## src/rtl/joust2_nv_pkg.sv

```systemverilog
// ============================================================================
// Module   : joust2_nv_pkg
// Brief    : Shared types and constants for the NVRAM upload path.
// Revision : 1.0
// ============================================================================
`default_nettype none

package joust2_nv_pkg;

   typedef enum logic [1:0] {
      ST_IDLE = 2'd0,
      ST_ARB  = 2'd1,
      ST_LAT  = 2'd2,
      ST_RESP = 2'd3
   } nv_state_e;

   localparam logic [7:0] PAD_BYTE = 8'hFF;

   // Williams 2 CMOS: 1K x 4
   localparam int NV_ADDR_W = 10;
   localparam int NV_DEPTH  = 1 << NV_ADDR_W;

endpackage

`default_nettype wire

```

## src/rtl/nv_csum_acc.sv

```systemverilog
// ============================================================================
// Module   : nv_csum_acc
// Brief    : 8-bit modulo-256 byte accumulator with session clear.
// Revision : 1.0
// ============================================================================
`default_nettype none

module nv_csum_acc (
   input  logic       clk_sys,
   input  logic       reset_n,
   input  logic       clr_i,
   input  logic       add_i,
   input  logic [7:0] byte_i,
   output logic [7:0] sum_o
);

   logic [7:0] sum_q;
   logic [7:0] sum_d;

   // A clear on the session edge wins over an add in the same cycle
   always_comb begin
      sum_d = sum_q;
      if (clr_i) begin
         sum_d = 8'h00;
      end else if (add_i) begin
         sum_d = sum_q + byte_i;
      end
   end

   always_ff @(posedge clk_sys or negedge reset_n) begin
      if (!reset_n) begin
         sum_q <= 8'h00;
      end else begin
         sum_q <= sum_d;
      end
   end

   assign sum_o = sum_q;

endmodule

`default_nettype wire

```

## src/rtl/nvram_upload_ctrl.sv

```systemverilog
// ============================================================================
// Module   : nvram_upload_ctrl
// Brief    : Serves CMOS bytes to the HPS ioctl upload path, tracks dirty state.
//            Optional macro NVRAM_UPLOAD_CSUM_EN adds a checksum byte at DEPTH.
// Revision : 1.0
// ============================================================================
`default_nettype none

module nvram_upload_ctrl
   import joust2_nv_pkg::*;
#(
   parameter int ADDR_W      = NV_ADDR_W,
   parameter int DATA_W      = 4,
   parameter int RD_LAT      = 1,
   parameter int TIMEOUT_CYC = 64
) (
   input  logic              clk_sys,
   input  logic              reset_n,
   input  logic              ioctl_upload,
   input  logic              ioctl_rd,
   input  logic [24:0]       ioctl_addr,
   output logic [7:0]        ioctl_din,
   output logic              ioctl_wait,
   output logic              nv_req,
   output logic [ADDR_W-1:0] nv_addr,
   input  logic              nv_gnt,
   input  logic [DATA_W-1:0] nv_q,
   input  logic              cpu_nv_we,
   output logic              nv_dirty,
   output logic              upload_busy,
   output logic              upload_done
);

   localparam int               DEPTH    = 1 << ADDR_W;
   localparam int               CNT_W    = $clog2(TIMEOUT_CYC + RD_LAT + 1);
   localparam logic [CNT_W-1:0] TMO_LAST = CNT_W'(TIMEOUT_CYC - 1);
   localparam logic [CNT_W-1:0] LAT_LOAD = CNT_W'(RD_LAT - 1);

   nv_state_e         state_q;
   logic              upload_q;
   logic [7:0]        din_q;
   logic              wait_q;
   logic              req_q;
   logic [ADDR_W-1:0] addr_q;
   logic              dirty_q;
   logic              busy_q;
   logic              done_q;
   logic              served_last_q;
   logic [CNT_W-1:0]  cnt_q;

   logic              w_rise;
   logic              w_fall;
   logic              w_in_range;
   logic [7:0]        w_rd_byte;

   assign w_rise     = ioctl_upload & ~upload_q;
   assign w_fall     = ~ioctl_upload & upload_q;
   assign w_in_range = (ioctl_addr < 25'(DEPTH));
   assign w_rd_byte  = (PAD_BYTE << DATA_W) | 8'(nv_q);

`ifdef NVRAM_UPLOAD_CSUM_EN
   logic       w_is_csum;
   logic [7:0] w_csum;

   assign w_is_csum = (ioctl_addr == 25'(DEPTH));

   nv_csum_acc u_csum (
      .clk_sys (clk_sys),
      .reset_n (reset_n),
      .clr_i   (w_rise),
      .add_i   (state_q == ST_RESP),
      .byte_i  (din_q),
      .sum_o   (w_csum)
   );
`endif

   always_ff @(posedge clk_sys or negedge reset_n) begin
      if (!reset_n) begin
         state_q       <= ST_IDLE;
         upload_q      <= 1'b0;
         din_q         <= PAD_BYTE;
         wait_q        <= 1'b0;
         req_q         <= 1'b0;
         addr_q        <= '0;
         dirty_q       <= 1'b0;
         busy_q        <= 1'b0;
         done_q        <= 1'b0;
         served_last_q <= 1'b0;
         cnt_q         <= '0;
      end else begin
         upload_q <= ioctl_upload;
         done_q   <= 1'b0;

         // CPU write beats the end-of-session clear
         if (cpu_nv_we) begin
            dirty_q <= 1'b1;
         end else if (w_fall && served_last_q) begin
            dirty_q <= 1'b0;
         end

         if (w_rise) begin
            served_last_q <= 1'b0;
         end

         if (w_fall) begin
            done_q  <= served_last_q;
            state_q <= ST_IDLE;
            req_q   <= 1'b0;
            wait_q  <= 1'b0;
            busy_q  <= 1'b0;
         end else begin
            case (state_q)
               ST_IDLE: begin
                  if (ioctl_rd && ioctl_upload) begin
                     if (w_in_range) begin
                        addr_q  <= ioctl_addr[ADDR_W-1:0];
                        state_q <= ST_ARB;
                        wait_q  <= 1'b1;
                        req_q   <= 1'b1;
                        busy_q  <= 1'b1;
                        cnt_q   <= '0;
`ifdef NVRAM_UPLOAD_CSUM_EN
                     end else if (w_is_csum) begin
                        din_q         <= ~w_csum;
                        served_last_q <= 1'b1;
`endif
                     end else begin
                        din_q <= PAD_BYTE;
                     end
                  end
               end
               ST_ARB: begin
                  if (nv_gnt) begin
                     state_q <= ST_LAT;
                     cnt_q   <= LAT_LOAD;
                  end else if (cnt_q == TMO_LAST) begin
                     state_q <= ST_RESP;
                     req_q   <= 1'b0;
                     wait_q  <= 1'b0;
                     din_q   <= PAD_BYTE;
                  end else begin
                     cnt_q <= cnt_q + 1'b1;
                  end
               end
               ST_LAT: begin
                  if (cnt_q == '0) begin
                     state_q <= ST_RESP;
                     req_q   <= 1'b0;
                     wait_q  <= 1'b0;
                     din_q   <= w_rd_byte;
                  end else begin
                     cnt_q <= cnt_q - 1'b1;
                  end
               end
               ST_RESP: begin
                  state_q <= ST_IDLE;
                  busy_q  <= 1'b0;
`ifndef NVRAM_UPLOAD_CSUM_EN
                  if (addr_q == ADDR_W'(DEPTH - 1)) begin
                     served_last_q <= 1'b1;
                  end
`endif
               end
               default: begin
                  state_q <= ST_IDLE;
                  busy_q  <= 1'b0;
               end
            endcase
         end
      end
   end

   assign ioctl_din   = din_q;
   assign ioctl_wait  = wait_q;
   assign nv_req      = req_q;
   assign nv_addr     = addr_q;
   assign nv_dirty    = dirty_q;
   assign upload_busy = busy_q;
   assign upload_done = done_q;

endmodule

`default_nettype wire

```

## config.mk

```make
export PLATFORM = sky130hd
export DESIGN_NAME = nvram_upload_ctrl
export DESIGN_NICKNAME = d
export VERILOG_FILES = /design/src/rtl/joust2_nv_pkg.sv /design/src/rtl/nv_csum_acc.sv /design/src/rtl/nvram_upload_ctrl.sv
export SDC_FILE = /design/constraint.sdc
export NUM_CORES = 1
export LEC_CHECK = 0
export ABC_AREA = 1
export CORE_AREA = 2 2 81 114
export CTS_CLUSTER_DIAMETER = 50
export CTS_CLUSTER_SIZE = 12
export DETAILED_ROUTE_END_ITERATION = 7
export DIE_AREA = 0 0 83 116
export GPL_TIMING_DRIVEN = 0
export SETUP_SLACK_MARGIN = 0.02
export SLEW_MARGIN = 5
export SYNTH_ARGS = -nofsm -noshare
export SYNTH_HDL_FRONTEND = slang
export SYNTH_SLANG_ARGS = --single-unit
```

## constraint.sdc

```tcl
create_clock -name clk_sys -period 1.6 [get_ports clk_sys]
set_input_delay 0.16 -clock clk_sys [delete_from_list [all_inputs] [get_ports clk_sys]]
set_output_delay 0.16 -clock clk_sys [all_outputs]
set_load 0.03 [all_outputs]
```

==> flow_summary.yaml <==
status:
  status: "finished, final reports clean"
pwr:
  p_int_uw: 2800
  pwr-share-comb_pct: 54.4
  vdd_drop_max_mv: 0.734
  switching_share_pct: 43.2
  power_switching_uw: 2130
  totalPowerFinal_uw: 4930
  share_seq_of_total_power_pct: 23.1
  clockPowerShare_pct: 22.5
  p_leak_uw: 0.00135
  power_density_mw_per_mm2: 1640
clock_network:
  root_buffer: "clkbuf_16"
  h-tree-depth: 2
  clk_latency_ps: 280
  clkSinkCount: 29
  path_clk_slew_ps: 50
  clockBufferDepth: 2
  cts_tree: "yes"
  numCtsBuffers: 5
route:
  drc: 0
  num_vias: 1959
  wire_per_inst_um: 11.5
  wl_mm: 5.16
  drt_first_pass_iters: 4
  drt-vias-per-instance: 4.36
  drtAntennaViolNets: 0
  drt-initial-drc-count: 128
sta:
  timing.fmax_mhz: 660
  setup_viol: 0
  worst_slew_pin_slew_ps: 669
  period_needed_ps: 1510
  slew_violations: 0
  hold_violations: 0
  max-slew-margin-rel_pct: 55.4
  rsz0062_at_grt: "yes"
  finClkSkew_ps: 5.25
  finalWorstSetupSlack_ps: 85.9
  fin_crit_sh_pct: 94.6
grt:
  grt_pass1_wl_mm: 8.67
  overflow: 0
  grt_max_degree: 30
  grt_usage_pct: 11.0
  grt_pass1_vias: 1947
  antenna_found_initial: 0
critical_path:
  path_cells: "ha_4 > inv_1 > nor2_2 > nand2_2 > nor2_4 > inv_2 > nand3_2 > nor2_4 > nand2_1 > nand2_1"
  path_buf_inv: 2
  crit_slowest_cell: "dfrtp_2"
  critical_path.startpoint_type: "flop"
  cp_slowest_stage_delay_ps: 440
  worstPathRequired_ps: 1810
  path_class: "reg -> reg"
  arrival_ps: 1730
  endpoint_kind: "flop"
  cpLargestDelayFamily: "simple AND/OR/NAND/NOR gates"
  critPathMaxFanout: 7
cells_and_area:
  nNetsFinal: 385
  final_cell_area_mm2: 0.00300
  layout_common_cells: "nand2_1 (74), clkdlybuf4s50_1 (47), nor2_1 (24)"
  stdcell_count: 449
  syn_to_final_growth_pct: 54.5
  final_core_util_pct: 35.0
  drive_above_1_share_pct: 25.0
  final_common_cell: "nand2_1"
  diodes: 0
  fillCellCount: 885
die:
  start_util_pct: 22.7
  fp.coreArea_mm2: 0.00856
  die_height_um: 116
  ios: 58
  fp-row-count: 40
  die_area_mm2: 0.00963
  die_w_um: 83
place:
  placed_cell_area_mm2: 0.00261
  dp_slack_ps: -206
  io_buffer_count: 53
  place_congestion: 0.865
  hpwl_mm: 3.78
  place_inst: 427
logic_synthesis:
  synth_cell_types: 30
  yosysSeqAreaShare_pct: 37.7
  netlist_area_mm2: 0.00194
  synthCells: 266
  ys_ff_latch: 29
  yosysWarnings: 0
  postSynthAreaPerCell_um2: 7.30
hold_path:
  hold_class: "in -> reg"
job:
  maxCapViolCount: 0
## worst register-to-register path, stage by stage (launching register included)
cell     delay (ps)
dfrtp_2         440
ha_4            170
inv_1            70
nor2_2           50
nand2_2         130
nor2_4           50
inv_2            80
nand3_2          90
nor2_4          210
nand2_1          90
nand2_1          70
## Yosys cell counts (all sizes together)
library cell | count | area (um^2)
a211oi | 2 | 15.0
ha | 7 | 87.6
or2 | 3 | 18.8
inv | 32 | 120
dfrtp | 25 | 626
o21bai | 1 | 7.51
nor3 | 1 | 10.0
o41ai | 1 | 8.76
nand4 | 8 | 65.1
buf | 7 | 56.3
conb | 1 | 3.75
dfstp | 4 | 105
o21ai | 22 | 110
nand2 | 82 | 342
nand3 | 21 | 115
clkbuf | 3 | 11.3
nor2 | 36 | 185
a21oi | 10 | 53.8
## stage by stage
step | hold WS, ps | TNS, ps
floorplan | -136 | 0
global placement | 460 | -6410
detailed placement | 245 | -3120
CTS | 414 | 0
global route | 421 | -61.0
finish | 412 | 0
## final cells by class
type                            instances  area (um^2)  area share [%]
Buffer                                 10         80.1            2.67
Clock buffer                            7          143            4.76
Clock inverter                          1         30.0            1.00
Inverter                               32          135            4.51
Multi-Input combinational cell        198         1120            37.3
Sequential cell                        29          736            24.5
Tap cell                              105          131            4.38
Timing Repair Buffer                   67          627            20.9
## path summary, 6_finish.rpt
check	start	to	slack, ps	cells past startpoint
worst max-delay path	cnt_q[1]	cnt_q[0]	90	10
worst min-delay path	ioctl_upload	upload_q	410	1
worst max register to register	cnt_q[1]	cnt_q[0]	90	10
worst min register to register	ioctl_din[3]	ioctl_din[3]	470	2
max in group asynchronous	reset_n	cnt_q[1]	640	2
min in group asynchronous	reset_n	cnt_q[6]	470	2
## cell families after synthesis
logic type | Yosys count | synth area share (%)
AO/OA/AOI/OAI | 36 | 10.1
adder cells (fa/ha/maj) | 7 | 4.51
buffers and inverters | 42 | 9.67
flip-flops | 29 | 37.7
other | 1 | 0.193
AND/OR/NAND/NOR | 151 | 37.9
## metal layers
layer,part of all wire [%],up-vias,track usage [%]
met2,56,64,22.0
li1,-,991,-
met4,1.1,0,3.50
met1,37,898,11.0
met3,5.5,6,2.85
met5,0,-,0
## flip-flops by register name, indices dropped and copies added, names as in the netlist
| register | flops |
|---|---|
| cnt_q | 7 |
| upload_done | 1 |
| served_last_q | 1 |
| upload_q | 1 |
| nv_req | 1 |
| upload_busy | 1 |
| ioctl_din | 4 |
| nv_addr | 10 |
| nv_dirty | 1 |
| state_q | 2 |
## power groups by stage
stage	clock (uW)	combinational [uW]	sequential [uW]
3_3_place_gp	0	2280	1130
3_5_place_dp	0	2310	1130
5_1_grt	1160	2990	1160
2_1_floorplan	0	1550	1250
4_1_cts	1130	2390	1110
6_report	1110	2680	1140
## what timing repair did
item	4_1_cts	5_1_grt
setup buffers	4	9
hold buffers	1	0
resized for setup	20	28
setup endpoints to repair	30	23
endpoints found under the hold margin	25	0
pin swaps	2	9
(Power assumes the default switching activity.)
